**config.mk**
```make
export PLATFORM = sky130hd
export DESIGN_NAME = ff1_delay_meter
export DESIGN_NICKNAME = d
export VERILOG_FILES = /design/src/rtl/ff1_delay_meter.sv
export SDC_FILE = /design/constraint.sdc
export NUM_CORES = 1
export LEC_CHECK = 0
export BUFFER_PORTS_ARGS = -buffer_cell sky130_fd_sc_hd__buf_2
export CORE_MARGIN = 2
export CORE_UTILIZATION = 35
export CTS_CLUSTER_SIZE = 8
export DETAILED_ROUTE_END_ITERATION = 7
export SETUP_SLACK_MARGIN = 0.4
export SYNTH_ARGS = -nofsm -noshare
export SYNTH_HDL_FRONTEND = slang
export SYNTH_SLANG_ARGS = --single-unit
```
**constraint.sdc**
```tcl
create_clock -name CK -period 3.9 [get_ports CK]
set_clock_uncertainty 0.1 [all_clocks]
set_input_delay 0 -clock CK [delete_from_list [all_inputs] [get_ports CK]]
set_output_delay 0 -clock CK [all_outputs]
set_load 0.01 [all_outputs]
```
**src/rtl/ff1_delay_meter.sv**
```systemverilog
`default_nettype none
// ============================================================================
// Module   : ff1_delay_meter
// Purpose  : 1-bit master-slave flip-flop clocked by a divided phase, with a
//            D->Q propagation-delay meter. Define ACTIVITY_EN to enable the
//            windowed Q-activity counter (ACT_CNT / ACT_DONE).
// Revision : 1.0
// ============================================================================
module ff1_delay_meter #(
  parameter int DIV       = 10,
  parameter int CNT_W     = 16,
  parameter int WIN_START = 10,
  parameter int WIN_END   = 90,
  parameter int ACT_W     = 8
) (
  input  logic             CK,
  input  logic             RST,
  input  logic             D,
  output logic             Q,
  output logic             PH,
  output logic [CNT_W-1:0] DELAY,
  output logic             DELAY_VLD,
  output logic [ACT_W-1:0] ACT_CNT,
  output logic             ACT_DONE
);

  localparam int               PW         = $clog2(DIV);
  localparam logic [PW-1:0]    C_CNT_LAST = PW'(DIV - 1);
  localparam logic [PW-1:0]    C_CNT_HALF = PW'(DIV / 2);
  localparam logic [CNT_W-1:0] C_ABORT    = CNT_W'(2 * DIV);

  logic [PW-1:0] cnt_q, cnt_d;
  logic          ph;

  always_comb begin
    cnt_d = (cnt_q == C_CNT_LAST) ? '0 : cnt_q + 1'b1;
  end

  assign ph = (cnt_q < C_CNT_HALF);
  assign PH = ph;

  always_ff @(posedge CK) begin
    if (RST) begin
      cnt_q <= C_CNT_LAST;
    end else begin
      cnt_q <= cnt_d;
    end
  end

  // Master is transparent while the phase is low; slave loads one CK after the rise edge.
  logic m_q, q_q;

  always_ff @(posedge CK) begin
    if (RST) begin
      m_q <= 1'b0;
      q_q <= 1'b0;
    end else begin
      if (!ph) begin
        m_q <= D;
      end
      if (cnt_q == '0) begin
        q_q <= m_q;
      end
    end
  end

  assign Q = q_q;

  logic             d_prev_q, q_prev_q;
  logic             busy_q, busy_d;
  logic             vld_q, vld_d;
  logic [CNT_W-1:0] dcnt_q, dcnt_d;
  logic [CNT_W-1:0] delay_q, delay_d;
  logic             start, stop;

  assign start = D ^ d_prev_q;
  assign stop  = q_q ^ q_prev_q;

  // A start coinciding with the stop edge re-arms the meter immediately.
  always_comb begin
    busy_d  = busy_q;
    dcnt_d  = dcnt_q;
    delay_d = delay_q;
    vld_d   = 1'b0;
    if (busy_q) begin
      if (stop) begin
        delay_d = dcnt_q;
        vld_d   = 1'b1;
        busy_d  = start;
        if (start) begin
          dcnt_d = '0;
        end
      end else if (dcnt_q == C_ABORT) begin
        busy_d = 1'b0;
      end else if (dcnt_q != '1) begin
        dcnt_d = dcnt_q + 1'b1;
      end
    end else if (start) begin
      busy_d = 1'b1;
      dcnt_d = '0;
    end
  end

  always_ff @(posedge CK) begin
    if (RST) begin
      d_prev_q <= 1'b0;
      q_prev_q <= 1'b0;
      busy_q   <= 1'b0;
      dcnt_q   <= '0;
      delay_q  <= '0;
      vld_q    <= 1'b0;
    end else begin
      d_prev_q <= D;
      q_prev_q <= q_q;
      busy_q   <= busy_d;
      dcnt_q   <= dcnt_d;
      delay_q  <= delay_d;
      vld_q    <= vld_d;
    end
  end

  assign DELAY     = delay_q;
  assign DELAY_VLD = vld_q;

`ifdef ACTIVITY_EN
  localparam int EW = $clog2(WIN_END + 2);

  logic [EW-1:0]    eidx_q;
  logic [EW-1:0]    idx;
  logic             in_win;
  logic [ACT_W-1:0] act_q;
  logic             done_q;

  // eidx_q holds the last completed edge index, so idx is the index of the current edge.
  assign idx    = eidx_q + 1'b1;
  assign in_win = (idx >= EW'(WIN_START)) && (idx < EW'(WIN_END));

  always_ff @(posedge CK) begin
    if (RST) begin
      eidx_q <= '0;
      act_q  <= '0;
      done_q <= 1'b0;
    end else begin
      if (eidx_q != EW'(WIN_END)) begin
        eidx_q <= idx;
      end
      if (stop && in_win && (act_q != '1)) begin
        act_q <= act_q + 1'b1;
      end
      if (idx == EW'(WIN_END)) begin
        done_q <= 1'b1;
      end
    end
  end

  assign ACT_CNT  = act_q;
  assign ACT_DONE = done_q;
`else
  logic unused_win;

  assign unused_win = (WIN_START < WIN_END);
  assign ACT_CNT    = '0;
  assign ACT_DONE   = 1'b0;
`endif

endmodule
`default_nettype wire

```
==> flow_metrics.tcl <==
set metrics [dict create \
    rsz0062_at_grt "false" \
    r2r-end "dcnt_q[7]" \
    dieArea_um2 6530 \
    leakage_nw 0.858 \
    grt_max_degree 38 \
    max_clock_freq_ghz 0.439 \
    clkSinkCount 42 \
    antenna_found_initial 0 \
    crit_path_end "dcnt_q[7]" \
    clkSlewWorstSetupHoldPaths_ns 0.08 \
    core-area_um2 5610 \
    start_util 0.368 \
    p_total_w 0.000853 \
    gp_congestion 0.857 \
    crit_required_ns 3.98 \
    clockRootBuffer "clkbuf_8" \
    clk_latency_ns 0.29 \
    crit_chain "xnor2_1 -> nand2_1 -> o32a_1 -> a31o_1 -> o311a_1" \
    syn_area_um2 2070 \
    postSynthAreaPerCell_um2 8.04 \
    hold_viol 0 \
    worst_pin_slew_ns 1.15 \
    port_buffers 21 \
    min_path_type "in -> reg" \
    grt_pass1_vias 1539 \
    wl_per_cell_um 13.3 \
    grt_overflow 0 \
    cpPeakStageDelay_ns 0.57 \
    finalCritPeriodShare 0.584 \
    design_area_um2 2280 \
    hold_slack_ns 0.129 \
    crit_path_max_fanout 9 \
    num_rows 27 \
    ys_seq_elements 42 \
    crit_path_end_kind "flip-flop" \
    first_pass_iters 4 \
    reg2reg_from "Q" \
    grt_first_pass_wirelength_um 7410 \
    path_class "reg -> reg" \
    die_h_um 80.8 \
    netlist-cell-type-count 43 \
    drive_gt1_frac 0.127 \
    cellPowerDensity_nw_per_um2 375 \
    rrSetupSlack_ns 1.62 \
    die_w_um 80.8 \
    reg2reg_depth 5 \
    dr.first_iter.drc_count 166 \
    relSlewSlack 0.230 \
    vias 1827 \
    yosys_warnings 0 \
    place_area_um2 2180 \
    area_delta_synth_final_pct 10.2 \
    ios 31 \
    worstSetupStartpointType "flip-flop" \
    post-route-min-period_ns 2.28 \
    drc 0 \
    cp_slowest_cell "xnor2_1" \
    tns_ns 0 \
    drv_slew 0 \
    cts.repair.resized 0 \
    cts_max_level 2 \
    max-cap-violations 0 \
    nets 283 \
    dp_hpwl_um 3120 \
    gr-usage-all-layers 0.148 \
    drt-total-wl_um 4630 \
    synth_cells 257 \
    crit_arrival_ns 2.36 \
    tritoncts "built" \
    synth_seq_area_share 0.407 \
    setup_viol 0 \
    numCtsBuffers 5 \
    peakVddDrop_v 0.000141 \
    cp-startpoint "Q" \
    via_per_inst 5.27 \
    ant_nets 0 \
    status "finished, final reports clean" \
    n_antenna_cell 0 \
    clockBufferDepth 2 \
]
## layer usage
metal,track usage,up-vias,wire length [µm]
met5,0,-,0
met4,0.0746,0,111
met3,0.0378,10,272
met2,0.224,67,2090
met1,0.195,827,2160
li1,-,923,-
## cells in the final DEF (no fill, tap or decap), types with 2 or more instances in the layout
| cell type | instances |
|---|---|
| a211oi_1 | 2 |
| a21oi_1 | 37 |
| a31oi_1 | 8 |
| and3_1 | 3 |
| and4_1 | 3 |
| buf_2 | 21 |
| buf_4 | 2 |
| clkbuf_8 | 6 |
| conb_1 | 9 |
| dfxtp_1 | 42 |
| ha_1 | 6 |
| inv_1 | 8 |
| mux2_2 | 2 |
| mux2i_1 | 4 |
| nand2_1 | 46 |
| nand3_1 | 6 |
| nand4_1 | 3 |
| nor2_1 | 15 |
| nor2b_1 | 2 |
| nor3_1 | 4 |
| nor3b_1 | 3 |
| nor4_1 | 2 |
| nor4b_1 | 2 |
| o211ai_1 | 4 |
| o21ai_0 | 9 |
| o22ai_1 | 2 |
| o31ai_1 | 2 |
| or2_2 | 2 |
| or3_1 | 2 |
| xnor2_1 | 3 |
| xor2_1 | 2 |
## what timing repair did
item                      CTS  global route
hold buffers                1             0
hold endpoints to repair    2             0
setup buffers               0             0
## flip-flops by register name, indices dropped and copies added, names as in the netlist
register,count
d_prev_q,1
q_prev_q,1
DELAY_VLD,1
busy_q,1
DELAY,16
m_q,1
Q,1
cnt_q,4
dcnt_q,16
## how the worst min path moves through the flow
stage	from	endpoint	slack [ns]	depth (start not counted)
CTS	RST	Q	0.13	2
finish	RST	Q	0.13	2
floorplan	D	d_prev_q	0.03	1
detailed placement	D	d_prev_q	0.20	2
global placement	D	d_prev_q	0.19	2
global route	RST	dcnt_q[4]	0.16	2
## kinds of logic after synthesis
| family | synth area share |
|---|---|
| AO/OA/AOI/OAI | 0.197 |
| XOR/XNOR | 0.0291 |
| adder cells (fa/ha/maj) | 0.0363 |
| buffers and inverters | 0.0775 |
| flip-flops | 0.407 |
| multiplexers | 0.0303 |
| other | 0.00182 |
| AND/OR/NAND/NOR | 0.220 |
## worst max-delay path: cells and delay by family, from the launching register on
family          cells  cell delay (ns)
compound gates      3             0.86
simple gates        1             0.25
flops               1             0.39
xor+xnor            1             0.57
## area by class of cell
cell class	count	area (µm²)
clock inverter	1	5.00
multi-input combinational	193	1090
inverter	8	30.0
timing repair buffer	24	130
sequential	42	841
fill	594	3330
tap	72	90.1
clock buffer	7	86.3
## power by group
group          total [W]  leakage, nW  switching, W  internal [W]
sequential      0.000462        0.340     0.0000199      0.000442
combinational   0.000102        0.469     0.0000632     0.0000393
clock           0.000288       0.0482      0.000146      0.000143
## cell usage after synthesis (all sizes together)
library cell,instances,area (µm²)
o21ai,9,45.0
a2111oi,1,8.76
nor2b,2,12.5
o311a,1,10.0
or3,2,12.5
nand4b,1,8.76
and3,3,18.8
nand3,6,30.0
o32a,1,10.0
nor3,4,20.0
o32ai,1,8.76
nor2,15,56.3
o22ai,2,12.5
o31ai,2,15.0
buf,14,100
mux2,2,22.5
a31oi,8,50.1
nand4,3,18.8
xnor2,3,26.3
nand2,46,173
conb,1,3.75
o211ai,4,30.0
nor4,2,12.5
nor4b,2,17.5
or4,1,7.51
nor3b,3,22.5
a31o,1,8.76
a21oi,37,185
ha,6,75.1
nand2b,1,6.26
a41oi,1,8.76
xor2,3,33.8
and4,3,26.3
dfxtp,42,841
mux2i,4,40.0
clkbuf,8,30.0
a211oi,2,15.0
inv,8,30.0
or2,2,12.5
## stage by stage
stage / utilization / worst slack [ns] / instances
2_1_floorplan: - / 1.86 / 265
3_3_place_gp: 0.388 / 1.63 / 338
3_5_place_dp: 0.388 / 1.63 / 338
4_1_cts: 0.406 / 1.61 / 347
5_1_grt: 0.406 / 1.44 / 347
6_report: 0.406 / 1.62 / 347
(Power assumes the default switching activity.)
